==> config.mk <==
export PLATFORM = sky130hd
export DESIGN_NAME = fpu_pipe_ctrl_flat
export DESIGN_NICKNAME = d
export VERILOG_FILES = /design/src/rtl/fpu_pkg.sv /design/src/rtl/fpu_pipe_ctrl_if.sv /design/src/rtl/fpu_iter_cnt.sv /design/src/rtl/fpu_pipe_ctrl.sv /design/src/flat_wrapper.sv
export SDC_FILE = /design/constraint.sdc
export NUM_CORES = 1
export LEC_CHECK = 0
export CORE_ASPECT_RATIO = 1.2
export CORE_MARGIN = 2
export CORE_UTILIZATION = 38
export CTS_CLUSTER_DIAMETER = 120
export DETAILED_ROUTE_END_ITERATION = 10
export PLACE_DENSITY = 0.73
export SYNTH_ARGS = -nofsm -noshare
export SYNTH_HDL_FRONTEND = slang
export SYNTH_SLANG_ARGS = --single-unit
==> constraint.sdc <==
create_clock -name clk -period 1.41 [get_ports clk]
set_input_delay 0.282 -clock clk [delete_from_list [all_inputs] [get_ports clk]]
set_output_delay 0.282 -clock clk [all_outputs]
set_load 0.01 [all_outputs]
==> src/rtl/fpu_pkg.sv <==
// rtl/fpu_pkg.sv - FP op encodings, stage record and issue legality (FPU_SQRT_EN enables sqrt)
package fpu_pkg;

  localparam logic [2:0] FC_ADD  = 3'b000;
  localparam logic [2:0] FC_SUB  = 3'b001;
  localparam logic [2:0] FC_MUL  = 3'b010;
  localparam logic [2:0] FC_DIV  = 3'b011;
  localparam logic [2:0] FC_SQRT = 3'b100;

`ifdef FPU_SQRT_EN
  localparam bit SQRT_EN = 1'b1;
`else
  localparam bit SQRT_EN = 1'b0;
`endif

  typedef struct packed {
    logic       valid;
    logic [4:0] rn;
    logic [2:0] op;
  } stage_t;

  function automatic logic fc_legal(input logic [2:0] fc);
    return (fc <= FC_DIV) || (SQRT_EN && (fc == FC_SQRT));
  endfunction

  // Ops that occupy E1 for more than one cycle.
  function automatic logic fc_iter(input logic [2:0] fc);
    return (fc == FC_DIV) || (SQRT_EN && (fc == FC_SQRT));
  endfunction

endpackage

==> src/rtl/fpu_pipe_ctrl_if.sv <==
// rtl/fpu_pipe_ctrl_if.sv - IU <-> FPU issue and hazard-report interface
interface fpu_pipe_ctrl_if;

  logic [4:0] fd;
  logic [2:0] fc;
  logic       wf;
  logic       fasmds;
  logic       id_stall;
  logic       cancel;

  logic [4:0] e1n;
  logic [4:0] e2n;
  logic [4:0] e3n;
  logic       e1w;
  logic       e2w;
  logic       e3w;
  logic       stall_div_sqrt;
  logic [4:0] wfn;
  logic       wfwe;
  logic [2:0] e1_op;
  logic       fpu_unimp;

  modport master (
    output fd, fc, wf, fasmds, id_stall, cancel,
    input  e1n, e2n, e3n, e1w, e2w, e3w, stall_div_sqrt, wfn, wfwe, e1_op, fpu_unimp
  );

  modport slave (
    input  fd, fc, wf, fasmds, id_stall, cancel,
    output e1n, e2n, e3n, e1w, e2w, e3w, stall_div_sqrt, wfn, wfwe, e1_op, fpu_unimp
  );

endinterface

==> src/rtl/fpu_iter_cnt.sv <==
// rtl/fpu_iter_cnt.sv - loadable down-counter; busy while nonzero
module fpu_iter_cnt #(
  parameter int W = 5
) (
  input  logic         clk,
  input  logic         rst_n,
  input  logic         load,
  input  logic [W-1:0] load_val,
  output logic         busy
);

  logic [W-1:0] cnt;

  always_ff @(posedge clk or negedge rst_n) begin
    if (!rst_n) begin
      cnt <= '0;
    end else if (load) begin
      cnt <= load_val;
    end else if (cnt != '0) begin
      cnt <= cnt - 1'b1;
    end
  end

  assign busy = (cnt != '0);

endmodule

==> src/rtl/fpu_pipe_ctrl.sv <==
// rtl/fpu_pipe_ctrl.sv - FPU stage tracking E1/E2/E3/WB with div/sqrt E1 occupancy (FPU_SQRT_EN enables sqrt)
module fpu_pipe_ctrl
  import fpu_pkg::*;
#(
  parameter int DIV_CYCLES  = 8,
  parameter int SQRT_CYCLES = 12
) (
  input logic           clk,
  input logic           rst_n,
  fpu_pipe_ctrl_if.slave bus
);

  localparam logic [4:0] DIV_LOAD  = 5'(DIV_CYCLES - 1);
  localparam logic [4:0] SQRT_LOAD = 5'(SQRT_CYCLES - 1);

  stage_t     e1, e2, e3, wb;
  logic       stall;
  logic       accept_ok;
  logic       issue;
  logic       unimp_d;
  logic       unimp_q;
  logic       iter_load;
  logic [4:0] iter_val;

  // Anything that blocks issue also suppresses the unimplemented-op report.
  assign accept_ok = bus.fasmds & ~bus.id_stall & ~bus.cancel & ~stall;
  assign issue     = accept_ok & bus.wf & fc_legal(bus.fc);
  assign unimp_d   = accept_ok & ~fc_legal(bus.fc);
  assign iter_load = issue & fc_iter(bus.fc);
  assign iter_val  = (SQRT_EN && (bus.fc == FC_SQRT)) ? SQRT_LOAD : DIV_LOAD;

  fpu_iter_cnt #(
    .W(5)
  ) u_iter_cnt (
    .clk      (clk),
    .rst_n    (rst_n),
    .load     (iter_load),
    .load_val (iter_val),
    .busy     (stall)
  );

  always_ff @(posedge clk or negedge rst_n) begin
    if (!rst_n) begin
      e1      <= '0;
      e2      <= '0;
      e3      <= '0;
      wb      <= '0;
      unimp_q <= 1'b0;
    end else begin
      if (!stall) begin
        e1 <= issue ? {1'b1, bus.fd, bus.fc} : '0;
        e2 <= e1;
      end else begin
        // E1 is held by the iterative op; downstream drains behind a bubble.
        e2 <= '0;
      end
      e3      <= e2;
      wb      <= e3;
      unimp_q <= unimp_d;
    end
  end

  assign bus.e1w            = e1.valid;
  assign bus.e1n            = e1.rn;
  assign bus.e1_op          = e1.op;
  assign bus.e2w            = e2.valid;
  assign bus.e2n            = e2.rn;
  assign bus.e3w            = e3.valid;
  assign bus.e3n            = e3.rn;
  assign bus.wfwe           = wb.valid;
  assign bus.wfn            = wb.rn;
  assign bus.stall_div_sqrt = stall;
  assign bus.fpu_unimp      = unimp_q;

endmodule

==> src/flat_wrapper.sv <==
// flat-port wrapper written by rule: the top's interface ports become plain ports
module fpu_pipe_ctrl_flat import fpu_pkg::*;
#(
  parameter int DIV_CYCLES  = 8,
  parameter int SQRT_CYCLES = 12
)
  (clk, rst_n, bus_fd, bus_fc, bus_wf, bus_fasmds, bus_id_stall, bus_cancel, bus_e1n, bus_e2n, bus_e3n, bus_e1w, bus_e2w, bus_e3w, bus_stall_div_sqrt, bus_wfn, bus_wfwe, bus_e1_op, bus_fpu_unimp);
  fpu_pipe_ctrl_if bus_i ();
  input logic clk;
  input logic rst_n;
  input wire logic [$bits(bus_i.fd)-1:0] bus_fd;
  input wire logic [$bits(bus_i.fc)-1:0] bus_fc;
  input wire logic [$bits(bus_i.wf)-1:0] bus_wf;
  input wire logic [$bits(bus_i.fasmds)-1:0] bus_fasmds;
  input wire logic [$bits(bus_i.id_stall)-1:0] bus_id_stall;
  input wire logic [$bits(bus_i.cancel)-1:0] bus_cancel;
  output wire logic [$bits(bus_i.e1n)-1:0] bus_e1n;
  output wire logic [$bits(bus_i.e2n)-1:0] bus_e2n;
  output wire logic [$bits(bus_i.e3n)-1:0] bus_e3n;
  output wire logic [$bits(bus_i.e1w)-1:0] bus_e1w;
  output wire logic [$bits(bus_i.e2w)-1:0] bus_e2w;
  output wire logic [$bits(bus_i.e3w)-1:0] bus_e3w;
  output wire logic [$bits(bus_i.stall_div_sqrt)-1:0] bus_stall_div_sqrt;
  output wire logic [$bits(bus_i.wfn)-1:0] bus_wfn;
  output wire logic [$bits(bus_i.wfwe)-1:0] bus_wfwe;
  output wire logic [$bits(bus_i.e1_op)-1:0] bus_e1_op;
  output wire logic [$bits(bus_i.fpu_unimp)-1:0] bus_fpu_unimp;
  assign bus_i.fd = bus_fd;
  assign bus_i.fc = bus_fc;
  assign bus_i.wf = bus_wf;
  assign bus_i.fasmds = bus_fasmds;
  assign bus_i.id_stall = bus_id_stall;
  assign bus_i.cancel = bus_cancel;
  assign bus_e1n = bus_i.e1n;
  assign bus_e2n = bus_i.e2n;
  assign bus_e3n = bus_i.e3n;
  assign bus_e1w = bus_i.e1w;
  assign bus_e2w = bus_i.e2w;
  assign bus_e3w = bus_i.e3w;
  assign bus_stall_div_sqrt = bus_i.stall_div_sqrt;
  assign bus_wfn = bus_i.wfn;
  assign bus_wfwe = bus_i.wfwe;
  assign bus_e1_op = bus_i.e1_op;
  assign bus_fpu_unimp = bus_i.fpu_unimp;
  fpu_pipe_ctrl #(.DIV_CYCLES(DIV_CYCLES), .SQRT_CYCLES(SQRT_CYCLES)) u_core (.clk(clk), .rst_n(rst_n), .bus(bus_i));
endmodule
* After elaboration in Yosys (flattened, before gate mapping) *
Index checks and enable logic that the tools add are counted.

word-level totals
  input bits = 14
  bits in registers = 33

cells by class
  $lt $le $gt $ge = 1
  reduce and logical (&&, ||, !) cells = 2
  eq/ne operators = 1
  bitwise logic cells = 11
  $add $sub $neg = 1
  muxes and demuxes = 4

operators with widths
  kind                                                                               number
  9-bit 2-to-1 mux                                                                   2
  5-bit 2-to-1 mux                                                                   2
  1-bit bitwise AND                                                                  7
  5-bit nonzero test                                                                 1
  5-bit by 1-bit subtractor with 5-bit output (second input constant)                1
  1-bit NOT                                                                          4
  3-bit by 2-bit == test with 1-bit output (second input constant)                   1
  3-bit by 2-bit less-or-equal comparator with 1-bit output (second input constant)  1
  2-bit nonzero test                                                                 1

* Longest topological paths before layout *
Gate-level depths: netlist (run 1).

  word-level depth = 8
  depth in mapped cells = 7
  depth with buffers taken out = 6

* By module *
From an unflattened synthesis (run 1), not the netlist that was laid out.

unflattened totals
  cells, all modules = 78
  area, all modules = 1,168.6 sq um

by module, submodules not included
  module         cells each  area each (sq um)  sequential area each (sq um)  instances
  fpu_pipe_ctrl  51          888.4              700.7                         1
  fpu_iter_cnt   27          280.3              125.1                         1

* Worst setup path before layout (run 1) *
OpenSTA, ideal clock, no wires.

  path type = register to output
  start point = register u_core.u_iter_cnt.cnt[0]
  end point = output bus_stall_div_sqrt
  arrival = 1.245 ns
  path slack = -0.117 ns
  data required time = 1.128 ns
  stages on the path, launching flop included = 6
  cell sequence = dfrtp_1 inv_1 ha_1 nor4b_4 inv_2 buf_6

between the ends
  cells in the longest elaborated chain, start to end = 1

RTL lines
  item                      RTL line            source
  start: declaration        fpu_iter_cnt.sv:12  logic [W-1:0] cnt;
  start signal: assignment  fpu_iter_cnt.sv:18  cnt <= load_val;
  start signal: assignment  fpu_iter_cnt.sv:20  cnt <= cnt - 1'b1;
  5-bit nonzero test        fpu_iter_cnt.sv:24  assign busy = (cnt != '0);
  end: declaration          flat_wrapper.sv:23  output wire logic [$bits(bus_i.stall_div_sqrt)-1:0] bus_stall_div_sqrt;

Every way passes these cells.

* Worst setup path in the final report (run 1) *
Ends and elaborated chain as after synthesis.

==> run_results.csv, run 1 <==
group,metric,value,unit
run_status,outcome,"finished with violations",
run_status,violations,"negative setup slack",
finish,fillers,273,
critical_path,start_kind,"flop",
clocking,cts_hold_buf,0,
place,place_area,1700,um2
route,drc,0,
critical_path,reg2reg_from,"u_core.u_iter_cnt.cnt[0]",
power_and_ir_drop,p_total,2.40,mW
route,vias,874,
finish,instances_no_fill,183,
global_route,grtUsageMet2,0.256,
power_and_ir_drop,vdd_drop_max,0.928,mV
floorplan,io_pins,43,
finish,multiInputGateArea,312,um2
critical_path,cp_data_arrival_time,1.36,ns
clocking,cts-root-buf,"clkbuf_4",
place,port_buffers,42,
power_and_ir_drop,pwr-share-clk,0.211,
timing,fmax,610,MHz
synth,syn_area,1160,um2
global_route,grt_pass1_vias,876,
clocking,clock_sinks,33,
power_and_ir_drop,sequentialPowerShare,0.461,
synth,syn_area_per_cell,12.8,um2
timing,slew_viol_final,0,
critical_path,slowest_stage,"dfrtp_1",
clocking,clk_pin_slew,0.09,ns
finish,final_cell_mix,"dfrtp_1, dlygate4sd2_1, nand2_1",
finish,areaGrowthSynthToFinish,50.4,%
finish,nNetsFinal,164,
critical_path,reg2reg_depth,7,
critical_path,slowest_delay,0.41,ns
timing,worst_clock_skew,0.00472,ns
critical_path,path_buf_inv,3,
hold_path,min_path_type,"in -> async",
floorplan,start_util,0.407,
timing,hold_violations,0,
finish,final_util,0.613,
synth,ys.warnings.count,0,
timing,max_slew.worst_pin.slew,0.320,ns
global_route,overflow,0,
timing,setup_viol_count_final,1,
critical_path,crit_top_cell,"inv_2",
place,dp_cells,174,
floorplan,die-area,3500,um2
place,gp_congestion,0.691,
power_and_ir_drop,power.internal,1.70,mW
critical_path,worstPathMaxFanout,2,
route,ant_nets,0,
route,drt_iter0_drc,18,
finish,drive_gt1_frac,0.181,
timing,fin_crit_sh,1.16,
critical_path,critPathTopFamily,"flip-flops",
global_route,use_met1,0.158,
global_route,top_usage_layer,"met2",
floorplan,rows,21,
global_route,grt_pass1_wl,3.69,mm
critical_path,cp.required,1.13,ns
critical_path,reg2reg_to,"u_core.u_iter_cnt.cnt[1]",
power_and_ir_drop,p_leak,0.936,nW
global_route,antenna_found_initial,0,
timing,period_needed,1.64,ns
floorplan,die_h,64.4,um
timing,relSlewSlack,0.786,
power_and_ir_drop,powerDensity,1380,nW/um2
finish,diodes,0,
timing,setup_slack,-0.230,ns
floorplan,core_area,2840,um2
synth,synth_cell_types,22,
critical_path,crit_chain,"inv_2 > ha_4 > nor4b_4 > inv_2 > buf_6",
route,wirelength,2.22,mm
critical_path,crit_path_start,"u_core.u_iter_cnt.cnt[0]",
flow_run,cap_violations,0,
critical_path,r2r_setup_slack,0.02,ns
clocking,clk_latency,0.32,ns
clocking,htreeDepth,2,
timing,rsz0062_at_grt,"true",
critical_path,critical_path_class,"reg -> out",
finish,design_area,1740,um2
clocking,cts_made_buffers,5,
synth,netlist_instances,90,
synth,syn-num-nets,105,
synth,ys_ff_latch,33,
clocking,cts_tree,"done",
power_and_ir_drop,switching_share,0.290,
finish,layout_commonest_cell,"dfrtp_1",
clocking,cts_max_path_buffers,2,
power_and_ir_drop,switchingPower,0.696,mW
synth,yosysSeqAreaShare,0.714,
route,drt_pass1_iterations,4,
place,hpwlAfterDp,1.69,mm
floorplan,die_w,54.4,um
route,vias_per_cell,4.78,
global_route,grt_util_met3,0.0530,
global_route,grt_max_degree,34,
route,drt-wirelength-per-cell,12.1,um
global_route,track_usage,0.152,
critical_path,crit_path_end_kind,"output pin",
finish,seqCellArea,826,um2
power_and_ir_drop,combPwrFrac,0.329,
==> sequential cells by signal, summed over array words and instances, names as in the netlist, 3 cells and up <==
| signal | cells |
|---|---|
| u_core.bus.e1n | 5 |
| u_core.bus.e1_op | 3 |
| u_core.bus.e3n | 5 |
| u_core.bus.e2n | 5 |
| u_core.bus.wfn | 5 |
| u_core.u_iter_cnt.cnt | 5 |
==> cell families after synthesis <==
family | after synthesis | share of synthesized area
flops | 33 | 0.714
fa+ha+maj | 1 | 0.0108
mux | 1 | 0.00974
simple gates | 36 | 0.170
buf+inv | 6 | 0.0292
compound gates | 12 | 0.0584
xor+xnor | 1 | 0.00758
==> synthesized netlist by cell type <==
master    count  area, um2
and2_1        7       43.8
nand3b_1      1       7.51
dfrtp_1      33        826
nor2b_1       2       12.5
inv_1         3       11.3
o21ai_1       2       10.0
inv_2         1       3.75
nand4_1       1       6.26
and3_1        1       6.26
a21oi_1       3       15.0
ha_1          1       12.5
buf_4         1       7.51
nor3_1        2       10.0
o21ai_0       6       30.0
buf_6         1       11.3
nand2_1      15       56.3
a22oi_2       1       12.5
nor4b_4       1       23.8
nor3b_1       2       15.0
nor2_1        4       15.0
mux2_2        1       11.3
xnor2_1       1       8.76
==> worst max path at each step <==
| stage | to | slack [ns] | cells past startpoint |
|---|---|---|---|
| floorplan | bus_stall_div_sqrt | -0.03 | 5 |
| global placement | bus_stall_div_sqrt | -0.16 | 5 |
| detailed placement | bus_stall_div_sqrt | -0.22 | 5 |
| CTS | bus_stall_div_sqrt | -0.23 | 5 |
| global route | bus_stall_div_sqrt | -0.35 | 5 |
| finish | bus_stall_div_sqrt | -0.23 | 5 |
==> worst register-to-register path, stage by stage (launching register included) <==
cell	delay, ns
dfrtp_1	0.41
inv_2	0.08
ha_4	0.13
nor4b_4	0.22
inv_2	0.08
buf_4	0.19
nor2_2	0.11
a22oi_2	0.06
==> area by class of cell <==
type / count / area share
clock buffer: 7 / 0.0317
multi-input combinational: 51 / 0.179
sequential: 33 / 0.475
tap: 34 / 0.0245
inverter: 4 / 0.00863
timing repair buffer: 54 / 0.281
==> repair_timing <==
| action | in CTS | in global routing |
|---|---|---|
| endpoints found under the setup margin | 29 | 13 |
| gates resized for setup | 33 | 1 |
| setup buffers | 1 | 1 |
==> per-layer routing <==
| metal | routed length [um] | vias up |
|---|---|---|
| met5 | 0 | - |
| met4 | 49 | 0 |
| met3 | 190 | 7 |
| met2 | 1120 | 38 |
| met1 | 853 | 416 |
| li1 | - | 413 |
==> power groups by stage <==
stage                     combinational, mW  sequential, mW  clock, mW
after floorplan                       0.407            1.15          0
after global placement                0.733            1.12          0
after detailed placement              0.767            1.13          0
after CTS                             0.765            1.11      0.530
after global routing                  0.867            1.12      0.574
final                                 0.788            1.11      0.506
==> through the flow <==
stage	setup TNS [ns]	worst slack [ns]	hold slack, ns
global route	-1.26	-0.348	0.314
global placement	-1.06	-0.163	0.359
CTS	-0.231	-0.231	0.319
detailed placement	-1.69	-0.218	0.363
floorplan	-0.0317	-0.0317	-0.0136
finish	-0.230	-0.230	0.324
Power figures use the tool's default switching activity.
==> inputs of run 2 (changes only) <==
--- a/config.mk
+++ b/config.mk
@@ -7,8 +7,10 @@
 export LEC_CHECK = 0
+export CELL_PAD_IN_SITES_DETAIL_PLACEMENT = 1
+export CELL_PAD_IN_SITES_GLOBAL_PLACEMENT = 1
 export CORE_ASPECT_RATIO = 1.2
 export CORE_MARGIN = 2
-export CORE_UTILIZATION = 38
+export CORE_UTILIZATION = 30
 export CTS_CLUSTER_DIAMETER = 120
 export DETAILED_ROUTE_END_ITERATION = 10
-export PLACE_DENSITY = 0.73
+export PLACE_DENSITY_LB_ADDON = 0.1
 export SYNTH_ARGS = -nofsm -noshare
--- a/constraint.sdc
+++ b/constraint.sdc
@@ -3,2 +3,2 @@
 set_output_delay 0.282 -clock clk [all_outputs]
-set_load 0.01 [all_outputs]
+set_load 0.005 [all_outputs]
==> run_results.csv, run 2 (same netlist as run 1, synthesis figures left out) <==
group,metric,value,unit
run_status,outcome,"finished with violations",
run_status,violations,"negative setup slack",
timing,fin_setup_tns,-0.193,ns
place,place_area,1720,um2
floorplan,die_w,60.7,um
floorplan,rows,24,
critical_path,start_kind,"flop",
finish,final_util,0.532,
floorplan,io_pins,43,
flow_run,cap_violations,0,
critical_path,worstPathMaxFanout,2,
place,dp_cells,192,
clocking,clk_latency,0.29,ns
global_route,overflow,0,
timing,worst_clock_skew,0.00800,ns
place,gp_congestion,0.656,
route,vias,870,
route,ant_nets,0,
finish,final_cell_mix,"dfrtp_1, dlygate4sd2_1, buf_4",
critical_path,cp.required,1.13,ns
global_route,track_usage,0.140,
critical_path,reg2reg_to,"u_core.u_iter_cnt.cnt[0]",
finish,drive_gt1_frac,0.284,
power_and_ir_drop,p_leak,1.10,nW
finish,design_area,1950,um2
clocking,clk_pin_slew,0.07,ns
clocking,cts_tree,"done",
power_and_ir_drop,switching_share,0.274,
critical_path,cp_data_arrival_time,1.31,ns
finish,areaGrowthSynthToFinish,68.6,%
floorplan,start_util,0.316,
floorplan,die_h,72.0,um
timing,fin_crit_sh,1.13,
timing,max_slew.worst_pin.slew,0.341,ns
power_and_ir_drop,vdd_drop_max,0.569,mV
global_route,antenna_found_initial,0,
place,port_buffers,42,
floorplan,core_area,3660,um2
clocking,htreeDepth,2,
place,hpwlAfterDp,1.80,mm
finish,fillers,392,
finish,instances_no_fill,207,
critical_path,crit_path_end_kind,"output pin",
hold_path,min_path_type,"in -> async",
finish,layout_commonest_cell,"dfrtp_1",
global_route,grt_pass1_wl,4.33,mm
timing,rsz0062_at_grt,"true",
clocking,cts_max_path_buffers,2,
floorplan,die-area,4370,um2
route,drt-wirelength-per-cell,12.6,um
power_and_ir_drop,switchingPower,0.813,mW
route,wirelength,2.60,mm
critical_path,reg2reg_depth,7,
route,drt_iter0_drc,3,
route,vias_per_cell,4.20,
timing,relSlewSlack,0.772,
global_route,grt_max_degree,34,
power_and_ir_drop,sequentialPowerShare,0.373,
finish,diodes,0,
power_and_ir_drop,combPwrFrac,0.315,
timing,fmax,629,MHz
timing,slew_viol_final,0,
power_and_ir_drop,pwr-share-clk,0.312,
critical_path,r2r_setup_slack,-0.01,ns
route,drt_pass1_iterations,2,
critical_path,reg2reg_from,"u_core.u_iter_cnt.cnt[0]",
timing,hold_violations,0,
clocking,cts_hold_buf,0,
critical_path,critical_path_class,"reg -> out",
power_and_ir_drop,powerDensity,1520,nW/um2
clocking,clock_sinks,33,
power_and_ir_drop,power.internal,2.15,mW
global_route,grt_pass1_vias,909,
clocking,cts_made_buffers,5,
route,drc,0,
timing,setup_slack,-0.180,ns
timing,period_needed,1.59,ns
clocking,cts-root-buf,"clkbuf_8",
finish,nNetsFinal,169,
timing,setup_viol_count_final,2,
-- run 2: metrics by stage --
stage                     power, mW  hold WS, ns  setup WS, ns
after floorplan                1.54      -0.0136       -0.0279
final                          2.97        0.363        -0.180
after global placement         1.88        0.357        -0.158
after detailed placement       1.91        0.360        -0.215
after global routing           3.14        0.371        -0.241
after CTS                      2.84        0.372        -0.197
-- run 2: layer usage --
metal	share of wire	GRT usage	wire length, um
met1	0.41	0.153	1070
met2	0.49	0.229	1270
met3	0.075	0.0588	195
met4	0.023	0.0652	59
met5	0	0	0
-- run 2: final cells by class --
cell class | instances | area (um2) | area share
multi-input cells | 51 | 349 | 0.179
clock inverters | 2 | 37.5 | 0.0193
flip-flops and latches | 33 | 826 | 0.424
inverters | 4 | 15.0 | 0.00770
clock buffers | 6 | 82.6 | 0.0424
repair buffers | 59 | 574 | 0.295
well taps | 52 | 65.1 | 0.0334
-- run 2: power by group through the flow --
stage	logic (mW)	clock network, mW	registers, mW
2_1_floorplan	0.403	0	1.14
3_3_place_gp	0.751	0	1.13
3_5_place_dp	0.784	0	1.13
4_1_cts	0.784	0.950	1.11
5_1_grt	1.03	1.00	1.12
6_report	0.934	0.927	1.11
-- run 2: repair_timing --
| item | CTS | global route |
|---|---|---|
| buffers inserted | 4 | 4 |
| setup endpoints to repair | 24 | 17 |
| gates cloned | 0 | 1 |
| pin swaps | 0 | 13 |
| gates resized for setup | 28 | 25 |
-- run 2: worst max-delay path by stage --
stage | slack, ns | start | endpoint
floorplan | -0.03 | u_core.u_iter_cnt.cnt[1] | bus_stall_div_sqrt
global route | -0.24 | u_core.u_iter_cnt.cnt[0] | bus_stall_div_sqrt
detailed placement | -0.21 | bus_fasmds | u_core.bus.e1_op[0]
CTS | -0.20 | u_core.u_iter_cnt.cnt[1] | bus_stall_div_sqrt
finish | -0.18 | u_core.u_iter_cnt.cnt[0] | bus_stall_div_sqrt
global placement | -0.16 | u_core.u_iter_cnt.cnt[1] | bus_stall_div_sqrt
-- run 2: worst max-delay path, cell delays in order, from the launching register on --
cell and delay [ns]:
dfrtp_1 0.39, inv_2 0.08, ha_4 0.14, nor4b_4 0.23
inv_2 0.07, buf_6 0.12
==> inputs of run 3 (changes only) <==
Settings changed: CORE_UTILIZATION 30 to 35, CTS_CLUSTER_DIAMETER 120 to 50.
Clock period 1.41 ns to 2.03 ns, I/O delays scaled along.
==> run_results.csv, run 3 (same netlist as run 1, synthesis figures left out) <==
group,metric,value,unit
run_status,outcome,"finished clean",
clocking,clock_sinks,33,
critical_path,cp_data_arrival_time,1.49,ns
clocking,cts_made_buffers,5,
critical_path,crit_path_start,"u_core.u_iter_cnt.cnt[0]",
floorplan,rows,22,
floorplan,die-area,3780,um2
global_route,grtUsageMet2,0.257,
global_route,grt_pass1_wl,4.10,mm
place,hpwlAfterDp,1.77,mm
floorplan,io_pins,43,
hold_path,min_path_type,"reg -> reg",
critical_path,cp.required,1.62,ns
global_route,grt_max_degree,34,
critical_path,worstPathMaxFanout,4,
floorplan,die_h,67.0,um
clocking,htreeDepth,2,
clocking,cts-root-buf,"clkbuf_4",
route,drt_pass1_iterations,4,
flow_run,cap_violations,0,
route,drt-wirelength-per-cell,13.3,um
timing,whs,0.381,ns
place,gp_congestion,0.623,
finish,seqCellArea,826,um2
finish,multiInputGateArea,309,um2
critical_path,crit_path_end_kind,"output pin",
finish,areaGrowthSynthToFinish,52.5,%
route,drt_iter0_drc,14,
finish,fillers,328,
timing,hold_violations,0,
timing,fin_crit_sh,0.936,
finish,diodes,0,
global_route,overflow,0,
critical_path,critical_path_class,"reg -> out",
global_route,grt_pass1_vias,941,
clocking,cts_hold_buf,0,
global_route,top_usage_layer,"met2",
timing,max_slew.worst_pin.slew,0.405,ns
critical_path,reg2reg_depth,7,
power_and_ir_drop,powerDensity,1020,nW/um2
critical_path,reg2reg_from,"u_core.u_iter_cnt.cnt[0]",
critical_path,start_kind,"flop",
floorplan,core_area,3110,um2
power_and_ir_drop,p_leak,0.787,nW
floorplan,die_w,56.5,um
critical_path,r2r_setup_slack,0.63,ns
critical_path,reg2reg_to,"u_core.u_iter_cnt.cnt[0]",
finish,layout_commonest_cell,"clkdlybuf4s50_1",
timing,rsz0062_at_grt,"false",
timing,slew_viol_final,0,
global_route,grt_util_met3,0.0485,
finish,drive_gt1_frac,0.158,
global_route,track_usage,0.148,
global_route,use_met1,0.157,
clocking,clk_latency,0.32,ns
timing,setup_viol_count_final,0,
timing,fin_setup_tns,0,ns
timing,worst_clock_skew,0.00476,ns
clocking,cts_max_path_buffers,2,
floorplan,start_util,0.372,
route,vias_per_cell,4.70,
global_route,antenna_found_initial,0,
finish,final_cell_mix,"clkdlybuf4s50_1, dfrtp_1, nand2_1",
clocking,clk_pin_slew,0.10,ns
place,port_buffers,42,
route,ant_nets,0,
timing,relSlewSlack,0.730,
critical_path,endpoint,"bus_stall_div_sqrt",
finish,nNetsFinal,160,
timing,fmax,526,MHz
route,wirelength,2.43,mm
route,vias,855,
route,drc,0,
power_and_ir_drop,vdd_drop_max,0.883,mV
timing,period_needed,1.90,ns
clocking,cts_tree,"done",
run 3: cell count changes in the layout (fill, tap and decap cells not counted), moves of 3 or more:
cell	before	now
buf_4	14	8
clkbuf_8	6	1
o21ai_0	1	6
clkbuf_4	0	5
nand2_1	9	15
dlygate4sd2_1	22	1
clkdlybuf4s50_1	13	41
o21ai_1	5	2
nand2_2	4	0
dlymetal6s2s_1	6	0
run 3: worst min-delay path by stage:
stage	from	endpoint	slack [ns]	depth (start not counted)
3_3_place_gp	u_core.bus.e2n[0]	u_core.bus.e3n[0]	0.36	0
2_1_floorplan	rst_n	u_core.bus.e1_op[0]	0.11	0
6_report	u_core.bus.e3n[1]	u_core.bus.wfn[1]	0.38	0
5_1_grt	u_core.bus.e3n[1]	u_core.bus.wfn[1]	0.40	0
4_1_cts	u_core.bus.e3n[1]	u_core.bus.wfn[1]	0.39	0
3_5_place_dp	u_core.bus.e3n[1]	u_core.bus.wfn[1]	0.36	0
run 3: where the power goes:
part | internal (mW) | switching, mW
Combinational | 0.291 | 0.215
Clock | 0.293 | 0.218
Sequential | 0.721 | 0.0613
run 3: routing by layer:
layer | share of wire | up-vias
met5 | 0 | -
met1 | 0.39 | 416
met3 | 0.064 | 5
met2 | 0.52 | 32
met4 | 0.019 | 0
li1 | - | 402
run 3: per-stage QoR:
stage / setup WS [ns] / util / power [mW] / cells / cell area, um2
floorplan: 0.383 / - / 1.04 / 90 / 1160
global placement: 0.189 / 0.523 / 1.19 / 169 / 1630
detailed placement: 0.130 / 0.523 / 1.21 / 169 / 1630
CTS: 0.0771 / 0.560 / 1.79 / 179 / 1740
global route: 0.0135 / 0.567 / 1.93 / 182 / 1760
finish: 0.130 / 0.567 / 1.80 / 182 / 1760
run 3: repair_timing:
item / in CTS / in global routing
endpoints found under the setup margin: 1 / 1
gates resized for setup: 4 / 1
pin swaps: 0 / 1
endpoints found under the hold margin: 0 / 0
setup buffers: 2 / 3
run 3: area by class of cell:
type	count	area share
Sequential cell	33	0.468
Timing Repair Buffer	50	0.272
Multi-Input combinational cell	51	0.175
Clock buffer	6	0.0291
Tap cell	36	0.0256
Clock inverter	2	0.0213
Inverter	4	0.00852
run 3: critical path, stage by stage, from the launching register on:
cell	delay, ns
dfrtp_1	0.41
inv_2	0.08
ha_4	0.14
nor4b_4	0.22
inv_2	0.06
dlygate4sd2_1	0.26
